### src/rtl/game_flow_ctrl.sv
// Game-flow controller for the pong family: match sequencing, BCD score counters, serve/over timer, winner.
// Define GAME_FLOW_AUTOSERVE_EN to leave NEWBALL as soon as the serve timer expires, without a start press.
module game_flow_ctrl #(
   parameter int N_PLAYERS   = 2,
   parameter int DIGITS      = 2,
   parameter int WIN_SCORE   = 99,
   parameter int SERVE_TICKS = 120,
   parameter int OVER_TICKS  = 120
) (
   input  logic                                       clk,
   input  logic                                       reset,
   input  logic                                       frame_tick,
   input  logic                                       start,
   input  logic                                       pause,
   input  logic [N_PLAYERS-1:0]                       point,
   output logic [2:0]                                 state,
   output logic                                       gra_still,
   output logic [N_PLAYERS*DIGITS*4-1:0]              score,
   output logic [((N_PLAYERS > 1) ? $clog2(N_PLAYERS) : 1)-1:0] winner,
   output logic                                       winner_valid
);

   localparam int SW   = DIGITS * 4;
   localparam int SCW  = N_PLAYERS * SW;
   localparam int WW   = (N_PLAYERS > 1) ? $clog2(N_PLAYERS) : 1;
   localparam int TMAX = (SERVE_TICKS > OVER_TICKS) ? SERVE_TICKS : OVER_TICKS;
   localparam int TW   = ($clog2(TMAX + 1) > 0) ? $clog2(TMAX + 1) : 1;

   typedef enum logic [2:0] {
      S_NEWGAME = 3'd0,
      S_PLAY    = 3'd1,
      S_NEWBALL = 3'd2,
      S_OVER    = 3'd3,
      S_PAUSE   = 3'd4
   } state_t;

   function automatic logic [SW-1:0] bcd_inc(input logic [SW-1:0] v);
      logic [SW-1:0] r;
      logic          c;
      r = v;
      c = 1'b1;
      for (int d = 0; d < DIGITS; d++) begin
         if (c) begin
            if (r[d*4 +: 4] == 4'd9) begin
               r[d*4 +: 4] = 4'd0;
            end else begin
               r[d*4 +: 4] = r[d*4 +: 4] + 4'd1;
               c = 1'b0;
            end
         end
      end
      return r;
   endfunction

   function automatic logic [SW-1:0] to_bcd(input int v);
      logic [SW-1:0] r;
      int            t;
      r = '0;
      t = v;
      for (int d = 0; d < DIGITS; d++) begin
         r[d*4 +: 4] = 4'(t % 10);
         t = t / 10;
      end
      return r;
   endfunction

   localparam logic [SW-1:0] WIN_BCD = to_bcd(WIN_SCORE);

   state_t         r_state, w_state_nx;
   logic [SCW-1:0] r_score, w_score_nx, w_score_inc;
   logic [TW-1:0]  r_timer, w_timer_nx;
   logic [WW-1:0]  r_winner, w_winner_nx, w_win_idx;
   logic           r_winner_valid, w_winner_valid_nx;
   logic           r_start_q, r_pause_q;
   logic           w_start_rise, w_pause_rise, w_win_hit, w_serve_go, w_tick_dec;

   assign w_start_rise = start & ~r_start_q;
   assign w_pause_rise = pause & ~r_pause_q;
   assign w_tick_dec   = frame_tick && (r_timer != '0);

`ifdef GAME_FLOW_AUTOSERVE_EN
   assign w_serve_go = (r_timer == '0);
`else
   assign w_serve_go = (r_timer == '0) && w_start_rise;
`endif

   always_ff @(posedge clk or posedge reset) begin
      if (reset) begin
         r_state        <= S_NEWGAME;
         r_score        <= '0;
         r_timer        <= '0;
         r_winner       <= '0;
         r_winner_valid <= 1'b0;
         r_start_q      <= 1'b0;
         r_pause_q      <= 1'b0;
      end else begin
         r_state        <= w_state_nx;
         r_score        <= w_score_nx;
         r_timer        <= w_timer_nx;
         r_winner       <= w_winner_nx;
         r_winner_valid <= w_winner_valid_nx;
         r_start_q      <= start;
         r_pause_q      <= pause;
      end
   end

   always_comb begin
      w_score_inc       = r_score;
      w_win_hit         = 1'b0;
      w_win_idx         = '0;
      w_state_nx        = r_state;
      w_score_nx        = r_score;
      w_timer_nx        = r_timer;
      w_winner_nx       = r_winner;
      w_winner_valid_nx = r_winner_valid;

      // Walk high to low so the lowest index reaching the target is the one kept.
      for (int i = N_PLAYERS - 1; i >= 0; i--) begin
         if (point[i]) begin
            w_score_inc[i*SW +: SW] = bcd_inc(r_score[i*SW +: SW]);
            if (bcd_inc(r_score[i*SW +: SW]) == WIN_BCD) begin
               w_win_hit = 1'b1;
               w_win_idx = WW'(i);
            end
         end
      end

      case (r_state)
         S_NEWGAME: begin
            w_score_nx        = '0;
            w_winner_valid_nx = 1'b0;
            if (w_start_rise) w_state_nx = S_PLAY;
         end
         S_PLAY: begin
            if (|point) begin
               w_score_nx = w_score_inc;
               if (w_win_hit) begin
                  w_state_nx        = S_OVER;
                  w_timer_nx        = TW'(OVER_TICKS);
                  w_winner_nx       = w_win_idx;
                  w_winner_valid_nx = 1'b1;
               end else begin
                  w_state_nx = S_NEWBALL;
                  w_timer_nx = TW'(SERVE_TICKS);
               end
            end else if (w_pause_rise) begin
               w_state_nx = S_PAUSE;
            end
         end
         S_PAUSE: begin
            if (w_pause_rise) w_state_nx = S_PLAY;
         end
         S_NEWBALL: begin
            if (w_tick_dec) w_timer_nx = r_timer - TW'(1);
            if (w_serve_go) w_state_nx = S_PLAY;
         end
         S_OVER: begin
            if (r_timer == '0) begin
               w_state_nx        = S_NEWGAME;
               w_score_nx        = '0;
               w_winner_valid_nx = 1'b0;
            end else if (w_tick_dec) begin
               w_timer_nx = r_timer - TW'(1);
            end
         end
         default: begin
            w_state_nx = S_NEWGAME;
         end
      endcase
   end

   assign state        = r_state;
   assign gra_still    = (r_state != S_PLAY);
   assign score        = r_score;
   assign winner       = r_winner;
   assign winner_valid = r_winner_valid;

endmodule

### config.mk
export PLATFORM = sky130hd
export DESIGN_NAME = game_flow_ctrl
export DESIGN_NICKNAME = d
export VERILOG_FILES = /design/src/rtl/game_flow_ctrl.sv
export SDC_FILE = /design/constraint.sdc
export NUM_CORES = 1
export LEC_CHECK = 0
export ABC_AREA = 1
export BUFFER_PORTS_ARGS = -buffer_cell sky130_fd_sc_hd__buf_2
export CAP_MARGIN = 10
export CORE_MARGIN = 10
export CORE_UTILIZATION = 40
export DETAILED_ROUTE_END_ITERATION = 10
export SETUP_SLACK_MARGIN = 0.3
export SLEW_MARGIN = 20
export SYNTH_ARGS = -nofsm -noshare
export SYNTH_HDL_FRONTEND = slang
export SYNTH_SLANG_ARGS = --single-unit
### constraint.sdc
create_clock -name clk -period 1.5 [get_ports clk]
set_input_delay 0.225 -clock clk [delete_from_list [all_inputs] [get_ports clk]]
set_output_delay 0.225 -clock clk [all_outputs]
set_load 0.005 [all_outputs]
==> results_dict.tcl <==
set metrics [dict create \
    synth_area_um2 1870 \
    tritoncts "yes" \
    rsz0062_at_grt "yes" \
    finalPower_mw 5.82 \
    syn_nets 265 \
    critPathMaxFanout 5 \
    grt_max_degree 14 \
    maxCapViolations 0 \
    num_io_pins 29 \
    synth_fa_ha_area_share_pct 1.34 \
    firstDrtPassIters 4 \
    path_buf_inv 2 \
    avgRoutedWirePerCell_um 13.4 \
    worst-setup-path-type "flop to flop" \
    synth_compound_area_share_pct 10.3 \
    avgSynthCellArea_um2 7.32 \
    grt_pass1_vias 1882 \
    worstSetupStartpointType "flop" \
    failed_checks "setup timing" \
    synth_edf_count 0 \
    dpl.cell_count 378 \
    yosysTopAreaCellShare_pct 40.1 \
    min_from "pause" \
    synthesis.instances 256 \
    num_antenna_cells 0 \
    area_growth_pct 65.3 \
    gp_congestion 0.841 \
    layout-drive-gt1-share_pct 56.5 \
    overflow 0 \
    finalClockSkew_ps 4.66 \
    worst_slew_pin_slew_ps 318 \
    synthDistinctLibCells 27 \
    synth_mux_area_share_pct 0 \
    synth_xor_area_share_pct 0.935 \
    fmax_mhz 643 \
    clock_latency_ps 290 \
    die_w_um 88.4 \
    min_period_ps 1560 \
    clk_pin_slew_ps 70 \
    r2r-start "r_timer[4]" \
    fp.coreArea_um2 4440 \
    die-area_um2 7820 \
    maxSlewHeadroom_pct 78.6 \
    htree_levels 2 \
    hold_violations 0 \
    fin_ws_ps -55.4 \
    critPathCaptureType "flop" \
    cts.sinks 30 \
    cts-root-buf "clkbuf_8" \
    p_leak_nw 1.50 \
    crit_chain "inv_2 > nand2_2 > nor2_4 > nand3_4 > nand2_4 > inv_4 > nor2_4 > nand2_4 > nor2_4 > nand2_2 > nor3b_2" \
    crit_required_ps 1680 \
    crit_family "simple AND/OR/NAND/NOR gates" \
    yosysWarnings 0 \
    period_share_pct 104 \
    synth_top_family_by_area "simple AND/OR/NAND/NOR gates" \
    die_h_um 88.4 \
    synthSimpleGateAreaFrac_pct 37.1 \
    antenna_found_initial 0 \
    crit_start "r_timer[4]" \
    placementRows 24 \
    min_path_type "input pin to flop" \
    cp_common_cell "nor2_4" \
    avgViaCountPerCell 4.85 \
    drv_slew 0 \
    setup-violations-final 13 \
    peakVddDrop_mv 1.08 \
    synth_area_leaders "dfrtp_1, nand2_1, inv_1" \
    start_util_pct 42.1 \
    drtAntennaViolNets 0 \
    layout.nets 369 \
    cts_buffers 5 \
    routed-via-count 2002 \
    yosys_register_bits 30 \
    drc 0 \
    synth.largest_area_cell "dfrtp_1" \
    outcome "finished, violations left" \
    grt_pass1_wl_mm 8.68 \
    clock_path_buffers 2 \
    fin_cells 413 \
    grt_util_all_layers_pct 14.3 \
    async_flop_share_pct 100 \
    cp.arrival_ps 1730 \
    mostFrequentLayoutCells "nand2_1, buf_4, buf_6" \
    wirelength_mm 5.53 \
    dp_hpwl_mm 3.74 \
    yosysSeqAreaShare_pct 40.1 \
    drtIter0Drc 87 \
    slowest_delay_ps 380 \
    io_buffers 28 \
    slowest_stage "dfrtp_1" \
    p_per_area_nw_per_um2 1880 \
    final_common_cell "nand2_1" \
    synth-main-ff-cell "dfrtp_1" \
]
==> worst paths after layout <==
path / end / slack [ps] / cells after the start
max: score[9] / -60 / 11
min: r_pause_q / 50 / 1
max reg2reg: score[9] / -60 / 11
min reg2reg: winner_valid / 480 / 2
max in group asynchronous: score[14] / 600 / 4
min in group asynchronous: score[3] / 410 / 3
==> worst register-to-register path, delay by kind of cell, from the launching register on <==
family,cells,cell delay (ps)
buffers and inverters,2,120
DFF,1,380
and+or+nand+nor,9,960
==> layer usage <==
metal,GRT usage (%),up-vias,share of wire [%]
met3,4.50,5,3.8
li1,-,1025,-
met1,16.2,936,42
met2,24.0,36,52
met4,6.90,0,1.8
met5,0,-,0
==> final cells by class <==
cell class / count / area [um2]
clock inverter: 1 / 5.00
fill: 363 / 1350
inverter: 48 / 193
tap: 52 / 65.1
sequential: 30 / 754
clock buffer: 7 / 86.3
multi-input combinational: 177 / 1200
timing repair buffer: 98 / 791
==> registers in the layout (all words and copies together), names as in the netlist <==
register,cells
score,16
r_timer,7
state,3
r_pause_q,1
r_start_q,1
winner,1
winner_valid,1
==> cell families after synthesis <==
family / count (synthesis)
buffers and inverters: 49
AO/OA/AOI/OAI: 34
XOR/XNOR: 2
flip-flops: 30
AND/OR/NAND/NOR: 139
adder cells (fa/ha/maj): 2
==> cell usage after synthesis, types with 4 or more instances <==
library cell and n:
o21ai_1 6, inv_1 35, nor2_1 22, nor2_2 5, o22ai_1 4, nand2_1 64
a21oi_1 8, nand2_2 4, dfrtp_1 30, nand3_1 20, nor3_1 5, nand4_1 7
nor2_4 6, inv_2 12, o21ai_0 12
==> power by group <==
group          internal (mW)  switching, mW  leakage (nW)
Clock                  0.370          0.329        0.0482
Sequential             0.999          0.171         0.381
Combinational           1.96           1.99          1.07
==> what timing repair did <==
action | in CTS | in global routing
setup buffers | 20 | 6
pin swaps | 28 | 17
endpoints found under the hold margin | 7 | 0
hold buffers | 1 | 0
endpoints found under the setup margin | 31 | 38
resized for setup | 56 | 51
==> per-stage QoR <==
stage | setup TNS, ps | hold WS [ps] | util, % | worst slack (ps) | area [um2]
finish | -397 | 49.0 | 69.7 | -55.4 | 3100
global route | -2170 | 33.4 | 69.7 | -166 | 3100
CTS | -223 | 42.8 | 64.2 | -33.4 | 2850
detailed placement | -402 | 191 | 54.3 | -83.6 | 2410
global placement | -142 | 193 | 54.3 | -60.3 | 2410
floorplan | 0 | 256 | - | 57.7 | 1900
(Power assumes the default switching activity.)
